===== config.mk =====
export PLATFORM = sky130hd
export DESIGN_NAME = keypad_matrix_scanner
export DESIGN_NICKNAME = d
export VERILOG_FILES = /design/src/rtl/keypad_matrix_scanner.sv
export SDC_FILE = /design/constraint.sdc
export NUM_CORES = 1
export LEC_CHECK = 0
export CORE_ASPECT_RATIO = 1.4
export CORE_MARGIN = 2
export CORE_UTILIZATION = 54
export DETAILED_ROUTE_END_ITERATION = 7
export PLACE_DENSITY = 0.75
export RECOVER_POWER = 100
export SLEW_MARGIN = 10
export SYNTH_ARGS = -nofsm -noshare
export SYNTH_HDL_FRONTEND = slang
export SYNTH_SLANG_ARGS = --single-unit

===== constraint.sdc =====
create_clock -name clk -period 2.83 [get_ports clk]
set_clock_uncertainty 0.1 [all_clocks]
set_input_delay 0.7075 -clock clk [delete_from_list [all_inputs] [get_ports clk]]
set_output_delay 0.7075 -clock clk [all_outputs]
set_load 0.02 [all_outputs]

===== src/rtl/keypad_matrix_scanner.sv =====
`default_nettype none
// ============================================================================
// Module   : keypad_matrix_scanner
// Brief    : Column-scanned matrix keypad front end with whole-frame debounce
//            and single-key press/release events.
// Revision : 1.0
// ============================================================================
module keypad_matrix_scanner #(
    parameter int N_COLS   = 4,
    parameter int N_ROWS   = 5,
    parameter int SETTLE   = 16,
    parameter int DEBOUNCE = 4,
    localparam int RW      = $clog2(N_ROWS),
    localparam int CW      = $clog2(N_COLS),
    localparam int CODE_W  = RW + CW
) (
    input  logic              clk,
    input  logic              rst_n,
    input  logic              scan_en,
    input  logic [N_ROWS-1:0] row_in,
    output logic [N_COLS-1:0] col_out,
    output logic [CODE_W-1:0] key_code,
    output logic              key_valid,
    output logic              key_release,
    output logic              key_held,
    output logic              multi_key
);

    localparam int c_keys = N_ROWS * N_COLS;
    localparam int c_sw   = (SETTLE > 1) ? $clog2(SETTLE) : 1;
    localparam int c_dw   = $clog2(DEBOUNCE);

    localparam logic [c_sw-1:0] c_settle_last = c_sw'(SETTLE - 1);
    localparam logic [c_dw-1:0] c_stable_max  = c_dw'(DEBOUNCE - 1);
    localparam logic [c_dw-1:0] c_stable_arm  = c_dw'(DEBOUNCE - 2);
    localparam logic [CW-1:0]   c_col_last    = CW'(N_COLS - 1);

    localparam logic [1:0] c_st_drive  = 2'd0;
    localparam logic [1:0] c_st_sample = 2'd1;
    localparam logic [1:0] c_st_eval   = 2'd2;

    logic [1:0]                    r_state;
    logic [1:0]                    w_state_next;
    logic                          r_active;
    logic [CW-1:0]                 r_col_idx;
    logic [c_sw-1:0]               r_settle;
    logic [c_dw-1:0]               r_stable;
    logic [N_ROWS-1:0]             r_row_meta;
    logic [N_ROWS-1:0]             r_row_sync;
    logic [N_COLS-1:0][N_ROWS-1:0] r_frame;
    logic [N_COLS-1:0][N_ROWS-1:0] r_prev;
    logic [N_COLS-1:0][N_ROWS-1:0] r_committed;
    logic [CODE_W-1:0]             r_key_code;
    logic                          r_key_valid;
    logic                          r_key_release;
    logic                          r_key_held;
    logic                          r_multi_key;

    logic                          w_run;
    logic [c_keys-1:0]             w_flat;
    logic                          w_one;
    logic                          w_multi;
    logic                          w_same;
    logic                          w_commit;
    logic [CODE_W-1:0]             w_code;
    logic [N_COLS-1:0]             w_col_out;

    // r_active lags scan_en by one clock so a restart always begins at col 0
    assign w_run = scan_en & r_active;

    always_ff @(posedge clk or negedge rst_n) begin
        if (!rst_n) begin
            r_state <= c_st_drive;
        end else begin
            r_state <= w_state_next;
        end
    end

    always_comb begin
        w_state_next = r_state;
        if (!w_run) begin
            w_state_next = c_st_drive;
        end else begin
            case (r_state)
                c_st_drive:  if (r_settle == c_settle_last) w_state_next = c_st_sample;
                c_st_sample: w_state_next = (r_col_idx == c_col_last) ? c_st_eval : c_st_drive;
                c_st_eval:   w_state_next = c_st_drive;
                default:     w_state_next = c_st_drive;
            endcase
        end
    end

    always_comb begin
        w_col_out = '1;
        if (r_active && (r_state != c_st_eval)) begin
            w_col_out[r_col_idx] = 1'b0;
        end
    end

    // Descending scan so the lowest row, then lowest column, wins
    always_comb begin
        w_flat   = r_frame;
        w_one    = (w_flat != '0) && ((w_flat & (w_flat - c_keys'(1))) == '0);
        w_multi  = (w_flat != '0) && !w_one;
        w_same   = (r_frame == r_prev);
        w_commit = w_same && (r_stable >= c_stable_arm);
        w_code   = '0;
        for (int r = N_ROWS - 1; r >= 0; r--) begin
            for (int c = N_COLS - 1; c >= 0; c--) begin
                if (r_frame[c][r]) w_code = {RW'(r), CW'(c)};
            end
        end
    end

    always_ff @(posedge clk or negedge rst_n) begin
        if (!rst_n) begin
            r_active      <= 1'b0;
            r_col_idx     <= '0;
            r_settle      <= '0;
            r_stable      <= '0;
            r_row_meta    <= '0;
            r_row_sync    <= '0;
            r_frame       <= '0;
            r_prev        <= '0;
            r_committed   <= '0;
            r_key_code    <= '0;
            r_key_valid   <= 1'b0;
            r_key_release <= 1'b0;
            r_key_held    <= 1'b0;
            r_multi_key   <= 1'b0;
        end else begin
            r_active      <= scan_en;
            r_row_meta    <= row_in;
            r_row_sync    <= r_row_meta;
            r_key_valid   <= 1'b0;
            r_key_release <= 1'b0;
            if (!w_run) begin
                r_col_idx <= '0;
                r_settle  <= '0;
                r_frame   <= '0;
            end else begin
                case (r_state)
                    c_st_drive: begin
                        r_settle <= (r_settle == c_settle_last) ? '0 : r_settle + c_sw'(1);
                    end
                    c_st_sample: begin
                        r_frame[r_col_idx] <= ~r_row_sync;
                        r_col_idx <= (r_col_idx == c_col_last) ? '0 : r_col_idx + CW'(1);
                    end
                    c_st_eval: begin
                        if (w_same) begin
                            r_stable <= (r_stable == c_stable_max) ? r_stable : r_stable + c_dw'(1);
                        end else begin
                            r_stable <= '0;
                        end
                        r_prev <= r_frame;
                        if (w_commit) begin
                            r_committed   <= r_frame;
                            r_key_held    <= w_one;
                            r_multi_key   <= w_multi;
                            r_key_release <= r_key_held && (w_flat == '0);
                            if (w_one && (r_frame != r_committed)) begin
                                r_key_valid <= 1'b1;
                                r_key_code  <= w_code;
                            end
                        end
                    end
                    default: ;
                endcase
            end
        end
    end

    assign col_out     = w_col_out;
    assign key_code    = r_key_code;
    assign key_valid   = r_key_valid;
    assign key_release = r_key_release;
    assign key_held    = r_key_held;
    assign multi_key   = r_multi_key;

endmodule
`default_nettype wire


# After elaboration in Yosys (flattened, before gate mapping)
# Index checks and enable logic that the tools add are counted.
# op_classes
add_sub_neg	4
magnitude_cmp	3
n_eq_ne	12
muxes	47
bitwise	4
n_reduce_logical	16
# op_table
op	count
$mux 5	21
$logic_not 20->1	2
$mux 20	2
$and 20x20->20	1
$bwmux 20	1
$eq 20x20->1	1
$ne 20x20->1	1
$reduce_bool 20->1	1
$sub 20x1->20 const B	1
$mux 2	8
$mux 4	4
$demux 5 s2	1
$mux 1	8
$logic_and 1x1->1	7
$eq 2x2->1 const B	3
$reduce_and 3->1	2
$not 5->5	1
$add 2x1->2 const B	2
$add 4x1->4 const B	1
$eq 4x4->1 const B	1
$ne 2x1->1 const B	2
$ne 2x2->1 const B	2
$not 4->4	1
$pmux 2 s2	1
11 further kinds	11
# totals
regBits	90
output_inout_bits	13
wordCells	110

# Depth between registers and ports, before layout
# Gate-level depths: netlist (run 1).
# logic_depth
ltp_word	20
ltp_mapped	10
mapped_depth_nobuf	7

# Worst setup path after synthesis (run 1)
# No wires, ideal clock.
# synth_timing
kind	flip-flop to flip-flop
start	reg r_frame[0] in the netlist's numbering
end	reg r_key_code[1] (netlist: key_code[1])
arrival_time_ps	2550
required_time_ps	2605
path_slack_ps	54
path_stages_with_launch	10
path_buffers	2
synth_period_minus_slack_ps	2776
cell_sequence	dfrtp_1 > buf_6 > nor4_4 > nand4_2 > o21ai_1 > o211ai_1 > or3_4 > or4b_1 > buf_6 > mux2_4
# synth_between
elab_chain_cells	6
word_cells_on_any_way	11
cone_classes	1 x add/sub; 2 x eq/ne; 1 x mux; 1 x bitwise; 6 x reduce/logical
# synth_lines
element	line_no	text
start, declared	50	logic [N_COLS-1:0][N_ROWS-1:0] r_frame;
start signal, assigned by index	147	r_frame[r_col_idx] <= ~r_row_sync;
$sub 20x1->20	103	w_one = (w_flat != '0) && ((w_flat & (w_flat - c_keys'(1))) == '0);
$and 20x20->20	103	
$logic_not 20->1	103	
$logic_and 1x1->1	103	
$logic_and 1x1->1	162	if (w_one && (r_frame != r_committed)) begin
$reduce_and 4->1 (no line)	-	
end signal, assigned	164	r_key_code <= w_code;
end, declared	53	logic [CODE_W-1:0] r_key_code;
# Parallel ways exist; a longest one is shown, timed or not.
# A chain may end at the register's enable or synchronous reset.

# Final worst setup path (run 1)
# layout_timing
start	reg r_frame[1] in the netlist's numbering
end	reg r_key_code[1] (netlist: key_code[1])
# Same word-level chain as after synthesis.

==> flow_summary.json, run 1 <==
{
  "dieArea_sq_um": 9070,
  "synth_cell_type_count": 47,
  "core_sq_um": 8100,
  "fmax_mhz": 356,
  "rsz0062_at_grt": "yes",
  "die_y_microns": 112,
  "cts_tree": "yes",
  "h-tree-depth": 3,
  "cts_hold_buffers": 0,
  "syn_area_per_cell_sq_um": 10.3,
  "tightest_slew_ns": 1.31,
  "cp_slowest_stage_delay_ns": 0.58,
  "status": "finished clean",
  "clock_latency_ns": 0.34,
  "fp.dieW_microns": 81.1,
  "slew-limit-headroom": 0.124,
  "critPathLaunchType": "flop",
  "p_per_area_nw_per_um2": 502,
  "drt-initial-drc-count": 229,
  "ys_warn_count": 0,
  "dr.pass1.iters": 4,
  "crit_fanout": 6,
  "place_congestion": 0.953,
  "cts_buffers": 9,
  "clk_pin_slew_ns": 0.07,
  "setup_viol": 0,
  "rows": 39,
  "port_buffers": 20,
  "routedWlPerCell_microns": 17.8,
  "crit_required_ns": 2.96,
  "fin_util": 0.676,
  "syn_inst": 437,
  "first_global_vias": 3482,
  "root_buffer": "clkbuf_16",
  "viasPerCell": 5.64,
  "fin_crit_sh": 0.994,
  "hp-class": "reg2reg",
  "period_needed_ns": 2.81,
  "track_usage": 0.259,
  "slowest_stage": "or4b_4",
  "syn_to_final_growth_pct": 22.0,
  "clock_sinks": 90,
  "drive_gt1_frac": 0.247,
  "initial_core_util": 0.554,
  "synth_edf_count": 0,
  "crit_type": "reg2reg",
  "ys_ff_latch": 90,
  "ant_nets": 0,
  "io-pin-count": 21,
  "syn_nets": 452,
  "grt_pass1_wl_microns": 17500,
  "async_reset_ff_frac": 1.00,
  "clk_path_buf_depth": 2,
  "post-dp-hpwl_microns": 7790,
  "crit_chain": "xor2_1, nor4_2, buf_4, nand3_1, or3_4, or4b_4, mux2_4",
  "finalNetCount": 513,
  "ir_drop_uv": 731,
  "antenna_found_initial": 0,
  "cp.arrival_ns": 2.94,
  "cp-end-kind": "flop",
  "holdWs_ns": 0.247,
  "ys.flop_type": "dfrtp_1",
  "cap_violations": 0,
  "antenna_cells": 0,
  "finalMaxSlewViolations": 0,
  "syn_area_sq_um": 4490,
  "seq_area_frac_synth": 0.502,
  "hold_viol_final": 0,
  "route.vias.total": 3414,
  "p_leak_nw": 2.69,
  "wirelength_microns": 10800,
  "grt_overflow": 0,
  "grt_max_degree": 52,
  "drcViolationCount": 0
}
cell type report:
class,instances,area [sq um]
fillers,655,2630
flip-flops and latches,90,2260
multi-input cells,305,2020
repair buffers,80,674
clock buffers,9,225
well taps,102,128
clock inverters,7,124
inverters,12,45.0
synthesized netlist by cell type (2+ instances only):
library cell  count  share of area
nor3_1            9          0.010
xnor2_1          24          0.047
nand4_1           8          0.011
o21ai_1           3         0.0033
a41oi_1           2         0.0039
nand3_1           7         0.0078
o211ai_1          3         0.0050
ha_1              7          0.020
nor2_1           70          0.059
mux2i_1           3         0.0067
nor4_1            8          0.011
xor2_1           17          0.033
a211oi_1          2         0.0033
nand3b_1          2         0.0033
buf_6             6          0.015
clkbuf_1         17          0.014
a21oi_1          35          0.039
dfrtp_1          90           0.50
o21ai_0          16          0.018
buf_8             2         0.0067
clkbuf_8          2         0.0061
nand2_1          28          0.023
o31ai_1           3         0.0050
mux2_2           31          0.078
inv_1            12          0.010
mux2_4            3          0.010
a21boi_0          2         0.0033
or3_1             4         0.0056
buf_1             3         0.0025
metrics by stage:
stage / cells / total power [mW] / setup WS, ns / setup TNS (ns) / cell area [sq um]
CTS: 603 / 2.77 / 0.00564 / 0 / 5450
finish: 605 / 2.75 / 0.0175 / 0 / 5470
detailed placement: 586 / 1.38 / -0.222 / -0.901 / 5080
floorplan: 437 / 1.33 / 0.0545 / 0 / 4490
global placement: 586 / 1.38 / -0.186 / -0.726 / 5080
global route: 605 / 2.82 / -0.0535 / -0.146 / 5470
worst max-delay path: cells and delay by family (launching register included):
kind	cells	cell delay [ns]
and+or+nand+nor	4	1.47
DFF	1	0.46
muxes	1	0.32
buffers and inverters	1	0.19
xor gates and xnor gates	1	0.17
power by group:
group,internal [mW],switching [mW],total [mW]
combinational,0.0128,0.0366,0.0494
sequential,1.30,0.00947,1.30
clock,0.871,0.523,1.39
total,2.18,0.569,2.75
worst paths after layout:
kind                                           end                    start  slack, ns  cells after the start
max                        key_code[1]$_DFFE_PN0P_   r_frame[1]$_DFFE_PN0P_       0.02                      7
min                        r_row_sync[4]$_DFF_PN0_  r_row_meta[4]$_DFF_PN0_       0.25                      0
max reg2reg                key_code[1]$_DFFE_PN0P_   r_frame[1]$_DFFE_PN0P_       0.02                      7
min reg2reg                r_row_sync[4]$_DFF_PN0_  r_row_meta[4]$_DFF_PN0_       0.25                      0
max in group asynchronous   r_frame[1]$_DFFE_PN0P_                    rst_n       1.36                      2
min in group asynchronous   r_prev[14]$_DFFE_PN0P_                    rst_n       0.44                      1
state kept, by name (all words and copies together) (netlist names), 2 cells and up:
signal	cells
r_row_sync	5
r_col_idx	2
r_frame	20
r_row_meta	5
r_stable	2
r_settle	4
r_committed	20
r_state	2
r_prev	20
key_code	5
cells by family (layout without fill, tap and decap cells):
logic type	after synthesis	after routing	synth area share
AO/OA/AOI/OAI	75	75	0.0976
XOR/XNOR	41	41	0.0800
adder cells (fa/ha/maj)	8	8	0.0217
buffers and inverters	42	108	0.0546
flip-flops	90	90	0.502
multiplexers	37	37	0.0945
AND/OR/NAND/NOR	144	144	0.150
placed cells by master, fill, tap and decap left out, types with 3 or more instances in the layout:
cell type,instances
clkbuf_16,9
nor3_1,7
nand2_1,28
mux2_4,3
nand3_1,7
xnor2_1,24
dfrtp_1,87
o211ai_1,3
o21ai_1,3
nor4_1,7
nor2_1,69
inv_1,12
xor2_1,17
bufinv_16,3
buf_12,3
dfrtp_2,3
mux2_2,31
mux2i_1,3
o21ai_0,16
dlygate4sd3_1,15
o31ai_1,3
or3_1,3
clkdlybuf4s50_1,4
a21oi_1,34
buf_4,54
ha_1,7
nand4_1,8
metal layers:
| metal | track usage | wire length, microns |
|---|---|---|
| met5 | 0 | 0 |
| met1 | 0.310 | 4370 |
| met3 | 0.0332 | 326 |
| met2 | 0.451 | 5800 |
| met4 | 0.127 | 286 |
timing repair:
item                                    CTS  global route
endpoints found under the setup margin    6             4
setup buffers                             1             2
pin swaps                                 2             8
gates resized for setup                   5             6
No activity file was read; power rests on OpenSTA's default activity.
==> inputs of run 2 (changes only) <==
CORE_UTILIZATION = 35   (was 54)
PLACE_DENSITY = default   (was 0.75)
SLEW_MARGIN = 15   (was 10)
==> flow_summary.json, run 2 (synthesis gave the netlist of run 1 again) <==
{
  "antenna_found_initial": 0,
  "place_area_sq_um": 5090,
  "largestRegisters": "r_committed (20), r_frame (20), r_prev (20)",
  "dr.pass1.iters": 4,
  "pre_cts_ws_ns": -0.202,
  "crit_type": "reg2reg",
  "rows": 48,
  "cp-end-kind": "flop",
  "fmax_mhz": 366,
  "p_leak_nw": 2.66,
  "grt_overflow": 0,
  "initial_core_util": 0.361,
  "finalNetCount": 511,
  "hp-class": "reg2reg",
  "syn_to_final_growth_pct": 22.4,
  "root_buffer": "clkbuf_16",
  "core_sq_um": 12400,
  "drcViolationCount": 0,
  "clk_pin_slew_ns": 0.06,
  "fin_crit_sh": 0.966,
  "cts_buffers": 9,
  "clock_sinks": 90,
  "sw_frac_of_total": 0.203,
  "power_frac_comb": 0.018,
  "tightest_slew_ns": 1.81,
  "cap_violations": 1,
  "mostFrequentLayoutCell": "dfrtp_1",
  "die_y_microns": 138,
  "grt_pass1_wl_microns": 17800,
  "crit_fanout": 6,
  "route.vias.total": 3356,
  "power.switching_mw": 0.534,
  "cp.arrival_ns": 2.86,
  "cts_tree": "yes",
  "io-pin-count": 21,
  "critPathLaunchType": "flop",
  "intPower_mw": 2.10,
  "antenna_cells": 0,
  "power_mw": 2.64,
  "status": "complete, but fails checks",
  "viasPerCell": 5.16,
  "ir_drop_uv": 258,
  "post-dp-hpwl_microns": 7820,
  "fp.dieW_microns": 99.7,
  "clock_latency_ns": 0.34,
  "p_per_area_nw_per_um2": 480,
  "routedWlPerCell_microns": 16.5,
  "clk_path_buf_depth": 2,
  "setup_ws_ns": 0.0953,
  "setup_viol": 0,
  "track_usage": 0.168,
  "finalMaxSlewViolations": 35,
  "period_needed_ns": 2.73,
  "drt-initial-drc-count": 143,
  "final_cell_mix": "85 x dfrtp_1, 68 x nor2_1, 52 x buf_4",
  "p_seq_frac": 0.495,
  "stdcell_area_sq_um": 5500,
  "h-tree-depth": 3,
  "crit_required_ns": 2.95,
  "slew-limit-headroom": -0.206,
  "clockPowerShare": 0.487,
  "place_congestion": 0.888,
  "grt_max_degree": 35,
  "hold_viol_final": 0,
  "violations": "capacitance limit, slew limit",
  "drive_gt1_frac": 0.252,
  "wirelength_microns": 10700,
  "fin_util": 0.442,
  "port_buffers": 20,
  "ant_nets": 0,
  "holdWs_ns": 0.248,
  "first_global_vias": 3461,
  "dieArea_sq_um": 13800,
  "rsz0062_at_grt": "yes"
}
-- run 2: routing by layer --
layer | routed length (microns) | global-route usage | vias up | part of all wire
met5 | 0 | 0 | - | 0
met3 | 298 | 0.0272 | 26 | 0.028
met4 | 427 | 0.0921 | 0 | 0.040
met1 | 4550 | 0.200 | 1630 | 0.42
met2 | 5430 | 0.288 | 82 | 0.51
li1 | - | - | 1618 | -
-- run 2: worst paths after layout --
path,from,slack [ns],endpoint,cells past startpoint
hold / removal,r_row_meta[3]$_DFF_PN0_,0.25,r_row_sync[3]$_DFF_PN0_,0
hold reg to reg,r_row_meta[3]$_DFF_PN0_,0.25,r_row_sync[3]$_DFF_PN0_,0
setup reg to reg,r_frame[4]$_DFFE_PN0P_,0.1,key_code[1]$_DFFE_PN0P_,7
max in group asynchronous,rst_n,0.50,r_row_meta[1]$_DFF_PN0_,2
setup / recovery,r_frame[4]$_DFFE_PN0P_,0.1,key_code[1]$_DFFE_PN0P_,7
min in group asynchronous,rst_n,0.76,key_code[3]$_DFFE_PN0P_,1
-- run 2: area by class of cell --
class / count / area [sq um]
Multi-Input combinational cell: 305 / 2060
Timing Repair Buffer: 78 / 628
Inverter: 12 / 45.0
Clock inverter: 4 / 76.3
Fill cell: 1199 / 6940
Clock buffer: 11 / 243
Sequential cell: 90 / 2260
Tap cell: 150 / 188
-- run 2: worst max-delay path: stages, from the launching register on --
cell	delay, ns
dfrtp_1	0.46
buf_4	0.20
maj3_1	0.34
nor3_1	0.14
o21ai_0	0.14
or3_4	0.39
or4b_4	0.54
mux2_4	0.32
-- run 2: repair_timing --
item	CTS	global route
setup buffers	1	3
gates resized for setup	2	17
hold buffers	0	0
pin swaps	2	5
endpoints found under the hold margin	0	0
endpoints found under the setup margin	5	8
-- run 2: power by group through the flow --
stage,Clock (mW),Sequential [mW],Combinational [mW]
after detailed placement,0,1.33,0.0547
after global placement,0,1.33,0.0531
after CTS,1.31,1.30,0.0546
after global routing,1.37,1.30,0.0563
final,1.28,1.30,0.0476
after floorplan,0,1.32,0.00987
-- run 2: stage by stage --
stage | setup TNS [ns] | std cells
final | 0 | 650
after global routing | -0.193 | 650
after CTS | 0 | 647
after detailed placement | -0.967 | 631
after global placement | -0.743 | 631
after floorplan | 0 | 437
